--- config.mk ---
export PLATFORM = sky130hd
export DESIGN_NAME = fft_sample_loader
export DESIGN_NICKNAME = d
export VERILOG_FILES = /design/src/rtl/fft_pkg.sv /design/src/rtl/addr_bit_reverse.sv /design/src/rtl/fft_sample_loader.sv
export SDC_FILE = /design/constraint.sdc
export NUM_CORES = 1
export LEC_CHECK = 0
export ABC_AREA = 0
export BUFFER_PORTS_ARGS = -buffer_cell sky130_fd_sc_hd__buf_2
export CAP_MARGIN = 20
export CORE_MARGIN = 3
export CORE_UTILIZATION = 50
export CTS_CLUSTER_SIZE = 12
export DETAILED_ROUTE_END_ITERATION = 7
export PLACE_DENSITY = 0.77
export SETUP_SLACK_MARGIN = 0.1
export SYNTH_ARGS = -nofsm -noshare
export SYNTH_HDL_FRONTEND = slang
export SYNTH_SLANG_ARGS = --single-unit
--- constraint.sdc ---
create_clock -name clk -period 3.1 [get_ports clk]
set_input_delay 0.465 -clock clk [delete_from_list [all_inputs] [get_ports clk]]
set_output_delay 0.465 -clock clk [all_outputs]
set_load 0.01 [all_outputs]
--- src/rtl/fft_pkg.sv ---
// fft_pkg: shared widths, loader FSM state type and index-width helper.
// Imported by fft_sample_loader and addr_bit_reverse.
package fft_pkg;

    localparam int ADDR_W = 10;
    localparam int DATA_W = 16;

    typedef enum logic [1:0] {
        IDLE,
        FETCH,
        HOLD,
        DONE
    } loader_state_t;

    // Smallest r with 2**r >= n.
    function automatic int log2(input int n);
        int r;
        r = 0;
        for (int i = 0; i < 31; i++) begin
            if ((1 << i) < n) begin
                r = i + 1;
            end
        end
        return r;
    endfunction

endpackage

--- src/rtl/addr_bit_reverse.sv ---
// addr_bit_reverse: combinational reversal of a W-bit index.
// Ports: idx_i (natural index), idx_o (bit-reversed index).
module addr_bit_reverse #(
    parameter int W = 10
) (
    input  logic [W-1:0] idx_i,
    output logic [W-1:0] idx_o
);
    import fft_pkg::*;

    always_comb begin
        idx_o = '0;
        for (int i = 0; i < W; i++) begin
            idx_o[i] = idx_i[W-1-i];
        end
    end

endmodule

--- src/rtl/fft_sample_loader.sv ---
// fft_sample_loader: reads NUM_SAMPLES words from the file interface and
// re-issues them on a valid/ready stream tagged with their FFT buffer index.
// Ports: clk, n_rst (async active-low), start; file_read_enable,
// file_address, file_data (file side); out_valid, out_ready, out_data,
// out_addr (stream side); busy, done (status).
// Build option: define FFT_SAMPLE_LOADER_BITREV_EN for bit-reversed out_addr.
module fft_sample_loader #(
    parameter int ADDR_W      = fft_pkg::ADDR_W,
    parameter int DATA_W      = fft_pkg::DATA_W,
    parameter int NUM_SAMPLES = 1024
) (
    input  logic              clk,
    input  logic              n_rst,
    input  logic              start,
    output logic              file_read_enable,
    output logic [ADDR_W-1:0] file_address,
    input  logic [DATA_W-1:0] file_data,
    output logic              out_valid,
    input  logic              out_ready,
    output logic [DATA_W-1:0] out_data,
    output logic [ADDR_W-1:0] out_addr,
    output logic              busy,
    output logic              done
);
    import fft_pkg::*;

    localparam int IDX_RAW = log2(NUM_SAMPLES);
    localparam int IDX_W   = (IDX_RAW < 1) ? 1 : IDX_RAW;

    loader_state_t     state_q;
    logic [ADDR_W-1:0] count_q;
    logic              rd_en_q;
    logic              valid_q;
    logic [DATA_W-1:0] data_q;
    logic [ADDR_W-1:0] addr_q;
    logic              busy_q;
    logic              done_q;

    logic [IDX_W-1:0]  idx_nat;
    logic [IDX_W-1:0]  idx_map;
    logic [ADDR_W-1:0] idx_ext;
    logic              last;

    assign idx_nat = count_q[IDX_W-1:0];

`ifdef FFT_SAMPLE_LOADER_BITREV_EN
    addr_bit_reverse #(
        .W (IDX_W)
    ) u_rev (
        .idx_i (idx_nat),
        .idx_o (idx_map)
    );
`else
    assign idx_map = idx_nat;
`endif

    assign idx_ext = ADDR_W'(idx_map);
    assign last    = (count_q == ADDR_W'(NUM_SAMPLES - 1));

    // Every output is a register, so an async reset clears them at once.
    always_ff @(posedge clk or negedge n_rst) begin
        if (!n_rst) begin
            state_q <= IDLE;
            count_q <= '0;
            rd_en_q <= 1'b0;
            valid_q <= 1'b0;
            data_q  <= '0;
            addr_q  <= '0;
            busy_q  <= 1'b0;
            done_q  <= 1'b0;
        end else begin
            unique case (state_q)
                IDLE: begin
                    done_q <= 1'b0;
                    if (start) begin
                        state_q <= FETCH;
                        count_q <= '0;
                        rd_en_q <= 1'b1;
                        busy_q  <= 1'b1;
                    end
                end
                FETCH: begin
                    data_q  <= file_data;
                    addr_q  <= idx_ext;
                    valid_q <= 1'b1;
                    rd_en_q <= 1'b0;
                    state_q <= HOLD;
                end
                HOLD: begin
                    if (out_ready) begin
                        valid_q <= 1'b0;
                        if (last) begin
                            state_q <= DONE;
                            busy_q  <= 1'b0;
                            done_q  <= 1'b1;
                        end else begin
                            count_q <= count_q + 1'b1;
                            rd_en_q <= 1'b1;
                            state_q <= FETCH;
                        end
                    end
                end
                DONE: begin
                    done_q  <= 1'b0;
                    count_q <= '0;
                    state_q <= IDLE;
                end
                default: begin
                    state_q <= IDLE;
                end
            endcase
        end
    end

    assign file_read_enable = rd_en_q;
    assign file_address     = count_q;
    assign out_valid        = valid_q;
    assign out_data         = data_q;
    assign out_addr         = addr_q;
    assign busy             = busy_q;
    assign done             = done_q;

endmodule

## Word-level counts from Yosys, hierarchy flattened

Index checks and enable logic that the tools add are counted.

- Input port bits: 20
- Output and inout port bits: 40
- Word-level logic and storage cells: 50
- Bits in registers: 42

- Reductions and logical operators: 13
- Add/subtract/negate cells: 1
- Equality and inequality tests: 8
- Multiplexer cells: 20

Operators with widths:

| kind | number |
|---|---|
| $mux 10 | 3 |
| $pmux 10 s3 | 1 |
| $reduce_and 4->1 | 3 |
| $add 10x1->10 const B | 1 |
| $eq 10x10->1 const B | 1 |
| $mux 1 | 8 |
| $ne 2x2->1 const B | 4 |
| $pmux 2 s4 | 1 |
| $mux 2 | 3 |
| $pmux 1 s2 | 3 |
| $reduce_bool 2->1 | 3 |
| $reduce_bool 3->1 | 2 |
| $eq 2x2->1 const B | 2 |
| $reduce_and 2->1 | 2 |
| $pmux 1 s3 | 1 |
| $reduce_and 3->1 | 1 |
| $eq 2x1->1 const B | 1 |
| $logic_not 2->1 | 1 |
| $reduce_or 2->1 | 1 |

## Depth between registers and ports, before layout

- Word-level depth: 4
- Gate-level depth with buffers: 8
- Depth with buffers taken out: 6

## Worst setup path before layout

Ideal clock, no wire load.

- Kind: reg-to-reg
- Start point: register state_q[0]
- End point: register rd_en_q (netlist: file_read_enable)
- Required time: 2.972 ns
- Slack: 1.219 ns
- Setup time: 0.128 ns
- Cell stages (with the launch flop): 7
- Clock period less this slack: 1.881 ns
- Data arrival time: 1.753 ns
- Buffers on the path: 0
- Cell sequence: dfrtp_1 inv_1 ha_1 bufinv_8 nor4b_4 nor3_2 mux2_1

- Longest elaborated chain between the ends: 3
- Elaborated cells between the ends (all ways): 9
- Those cells by class: eq/ne (5); mux (1); reduce/logical (3)

Ends and longest elaborated chain:

| what | RTL line | text |
|---|---|---|
| start: declaration | fft_sample_loader.sv:30 | `loader_state_t state_q;` |
| start signal: assignment | fft_sample_loader.sv:63 | `state_q <= IDLE;` |
| start signal: assignment | fft_sample_loader.sv:76 | `state_q <= FETCH;` |
| start signal: assignment | fft_sample_loader.sv:87 | `state_q <= HOLD;` |
| $eq 2x2->1 (tied with other cells) | fft_sample_loader.sv:72 | `unique case (state_q)` |
| $ne 2x2->1 (no line) / $reduce_bool 3->1 (equally long branches) | - |  |
| $reduce_and 4->1 (no line) | - |  |
| end signal: assignment | fft_sample_loader.sv:65 | `rd_en_q <= 1'b0;` |
| end signal: assignment | fft_sample_loader.sv:78 | `rd_en_q <= 1'b1;` |
| end signal: assignment | fft_sample_loader.sv:86 | `rd_en_q <= 1'b0;` |
| end: declaration | fft_sample_loader.sv:32 | `logic rd_en_q;` |

Several ways; a longest one is shown, not always the timed one.
A chain may end at the register's enable or synchronous reset.

## Worst setup path in the final report

- Start point: register state_q[0]
- End point: register count_q[6] (netlist: file_address[6])

- Longest elaborated chain between the ends: 3
- Elaborated cells between the ends (all ways): 9
- Those cells by class: eq/ne (5); mux (1); reduce/logical (3)

Ends and longest elaborated chain:

| what | RTL line | text |
|---|---|---|
| $eq 2x2->1 / $logic_not 2->1 (equally long branches) | fft_sample_loader.sv:72 |  |
| $ne 2x2->1 (no line) / $reduce_bool 3->1 (equally long branches) | - |  |
| $reduce_and 4->1 (no line) | - |  |
| end signal: assignment | fft_sample_loader.sv:97 | `count_q <= count_q + 1'b1;` |
| end: declaration | fft_sample_loader.sv:31 | `logic [ADDR_W-1:0] count_q;` |

Several ways; a longest one is shown, not always the timed one.

==> run summary <==
The worst setup path is of the flip-flop to flip-flop kind. The number of warning messages in the yosys log is 0. The maximum count of clock buffers along a single path is 2. The normalized max-slew margin is 39.43%.

For this run the aggregate overflow at the end of global routing stands at 0. The share of the yosys chip area belonging to registers is 54.90%. The synthesized area per cell came out at 12.51 µm².

In the final routed layout, each cell accounts on average for 15.56 µm. The placer's final routability congestion estimate came out at 0.8015. The highest fanout seen on the critical path came out at 16. Setup repair after global routing left no endpoint under its margin. The antenna diode instance count is 0. The worst setup path is captured at a flip-flop.

The detailed route wirelength on metal3 is 275 µm. The shortest period the worst path allows is 2.436 ns. In this run the clock root is driven by a sky130_fd_sc_hd__clkbuf_8. TritonCTS built the clock tree. The final wirelength came out at 4077 µm. In the final routing, the length of wire on met1 measures 1676 µm. The timing-limited maximum frequency is 0.4105 GHz. The number of optimization iterations in the first detailed-route pass came out at 4. The synthesized netlist occupies a cell area of 1914 µm². The insertion delay to the later sink of the worst-skew pair is 0.29 ns. The count of max-cap constraint violations is 0.

The per-cell via count in the routed design is 5.450. The number of buffers added for setup after CTS is 0. Counting flops with an async set or reset pin after synthesis yields a share of 100.0%. The violation count after the first detailed-routing iteration came out at 61. The clock transition at the registers of the reported paths came out at 0.08 ns. The worst endpoint required time came out at 3.26 ns. The number of nets in the final layout came out at 241. The worst slack at placement is 0.6739 ns. The leading register cell type out of synthesis is sky130_fd_sc_hd__dfrtp_1.

The final instance area came out at 2392 µm². The number of antenna-violating nets in the routed design came out at 0. The number of antenna violations at the first check in global routing is 0. After synthesis, the netlist uses 40 different library cells. The number of instances resized during post-cts repair is 0. In the routed design, unresolved DRC markers number 0.

The path class of the tightest hold or removal check is input port to async pin. The number of top-level design ports came out at 60. The setup clock skew after layout is 0.006190 ns.

The total power is 2120 µW. The width of the chip came out at 67.88 µm. The nature of the critical path startpoint is a flip-flop. Global routing used 18.91% of the available tracks across all layers. The number of placement rows is 21. The share of post-route cells with drive strength above 1 is 47.22%.

On the worst path, the slowest cell contributes a delay of 0.55 ns. The number of hold buffers added after cts came out at 0. The number of instances in the synthesized netlist is 153. Entering global routing, the biggest net connects 43 pins. In this run, synthesis inferred 0 flip-flops with an integrated enable. The die covers 4607 µm². The final number of max-transition violations is 0. The highest metal layer carrying signal wires in the routed design is met4.

The detailed route wirelength on metal2 came out at 2058 µm. For the worst setup path, the data arrival time is 2.60 ns. The depth of the CTS H-tree came out at 2.

The first global-routing pass estimated 6389 µm of wire. The cell leakage power is 0.001208 µW. The core region is 3521 µm². Setup violations remaining at the end of the flow were counted as 0.

The overall die height is 67.88 µm. The count of endpoints failing hold in the final timing report is 0. The number of flip-flops and latches in the synthesized netlist is 42. The CTS buffer count came out at 5. VDD sags by at most 621.3 µV. The final-layout setup total negative slack is 0 ns. The via count of the first global-routing pass came to 1422. For the pin with the worst max-slew slack, the measured transition is 0.9086 ns.

The post-detailed-placement cell area came out at 2255 µm². The run finished with clean final reports. The synthesized netlist net count is 179. Traced cell by cell, the critical path runs through inv_1, ha_1, bufinv_8, nor4b_4, nand2b_4, o311ai_1.

The via count of the routed design is 1428. Buffers placed on the I/O ports in this run total 59. From synthesis to final layout, the design area changed by 24.97%. After legalization and detailed placement, the total HPWL measured 2925 µm.

In this run the power density over the cells is 886.3 nW/µm². Among all stages on the critical path, the largest delay is contributed by sky130_fd_sc_hd__nor4b_4. The worst path meets setup with 0.6641 ns of slack. The worst path uses 78.58% of the clock period.

The initial cell density of the core came out at 54.37%. For this design, the sink count on the clock tree is 42.
cell families (layout without fill, tap and decap cells):
logic type	Yosys count	count (layout)	share of synthesized area [%]
adders and majority gates	6	6	3.921
muxes	28	28	16.41
AOI/OAI and AO/OA	29	29	10.07
DFF	42	42	54.90
buffers and inverters	12	75	3.137
and+or+nand+nor	36	36	11.57
final cells by class:
class	instances	area, µm²
tap	46	57.56
sequential	42	1051
inverter	7	40.04
clock inverter	3	68.82
clock buffer	5	68.82
fill	273	1129
timing repair buffer	60	302.8
multi-input combinational	99	803.3
synthesized netlist by cell type (all sizes together), types with 2 or more instances:
master | n | share of area, %
dfrtp | 42 | 55
o21ai | 10 | 2.6
clkbuf | 2 | 0.39
a31oi | 3 | 0.98
nor3 | 2 | 0.78
ha | 6 | 3.9
nand2 | 8 | 1.6
nand3 | 6 | 1.6
a22o | 2 | 0.92
nor4b | 2 | 1.7
nand2b | 5 | 2.0
nor2 | 5 | 0.98
buf | 3 | 0.65
mux2 | 27 | 16
a21oi | 4 | 1.0
inv | 6 | 1.2
o311ai | 2 | 0.92
and3 | 2 | 0.65
where the power goes:
| group | switching, µW | leakage [µW] | internal [µW] |
|---|---|---|---|
| Sequential | 86.3 | 0.000533 | 700 |
| Clock | 185 | 0.0000683 | 322 |
| Combinational | 443 | 0.000606 | 383 |
layout by cell type (no fill, tap or decap), drive strengths merged:
master	netlist	routed
and4	1	1
nand4	1	1
mux2	27	27
clkbuf	2	5
a22o	2	2
a21o	1	1
nor4b	2	2
or2	1	1
nor3	2	2
o311ai	2	2
nand2	8	8
bufinv	1	3
a2bb2oi	1	1
a41oi	1	1
a211o	1	1
a31oi	3	3
nand3	6	6
mux2i	1	1
a41o	1	1
o31ai	1	1
ha	6	6
o21ai	10	10
dfrtp	42	42
or2b	1	1
a311oi	1	1
o22ai	1	1
buf	3	60
nor2b	1	1
clkinv	0	1
or3	1	1
nor2	5	5
and3	2	2
a21oi	4	4
inv	6	6
nand2b	5	5
critical path: cells and delay by family (launching register included):
family	cells	cell delay (ns)
simple gates	2	0.83
compound gates	1	0.12
flops	1	0.41
fa+ha+maj	1	0.51
buf+inv	2	0.43
sequential cells by signal (all words and copies together), names as in the netlist:
| name | count |
|---|---|
| file_address | 10 |
| out_valid | 1 |
| done | 1 |
| out_data | 16 |
| state_q | 2 |
| out_addr | 10 |
| busy | 1 |
| file_read_enable | 1 |
routing by layer:
| metal | vias to the layer above | track usage, % |
|---|---|---|
| met2 | 61 | 32.32 |
| met1 | 680 | 21.94 |
| met5 | - | 0 |
| met3 | 9 | 4.926 |
| li1 | 678 | - |
| met4 | 0 | 9.429 |
final timing paths:
kind | start | endpoint | slack, ns | cells after the start
max in group asynchronous | n_rst | done | 2.23 | 1
min | n_rst | file_address[9] | 0.30 | 1
max reg2reg | state_q[0] | file_address[6] | 0.66 | 6
min in group clk | file_data[9] | out_data[9] | 0.40 | 2
min reg2reg | file_read_enable | file_read_enable | 0.49 | 1
max | state_q[0] | file_address[6] | 0.66 | 6
metrics by stage:
stage | util [%] | hold WS, ns | cells
2_1_floorplan | - | 0.1694 | 153
3_3_place_gp | 64.04 | 0.4723 | 254
3_5_place_dp | 64.04 | 0.4788 | 254
4_1_cts | 67.95 | 0.3265 | 262
5_1_grt | 67.95 | 0.3593 | 262
6_report | 67.95 | 0.3024 | 262
(Power assumes the default switching activity.)
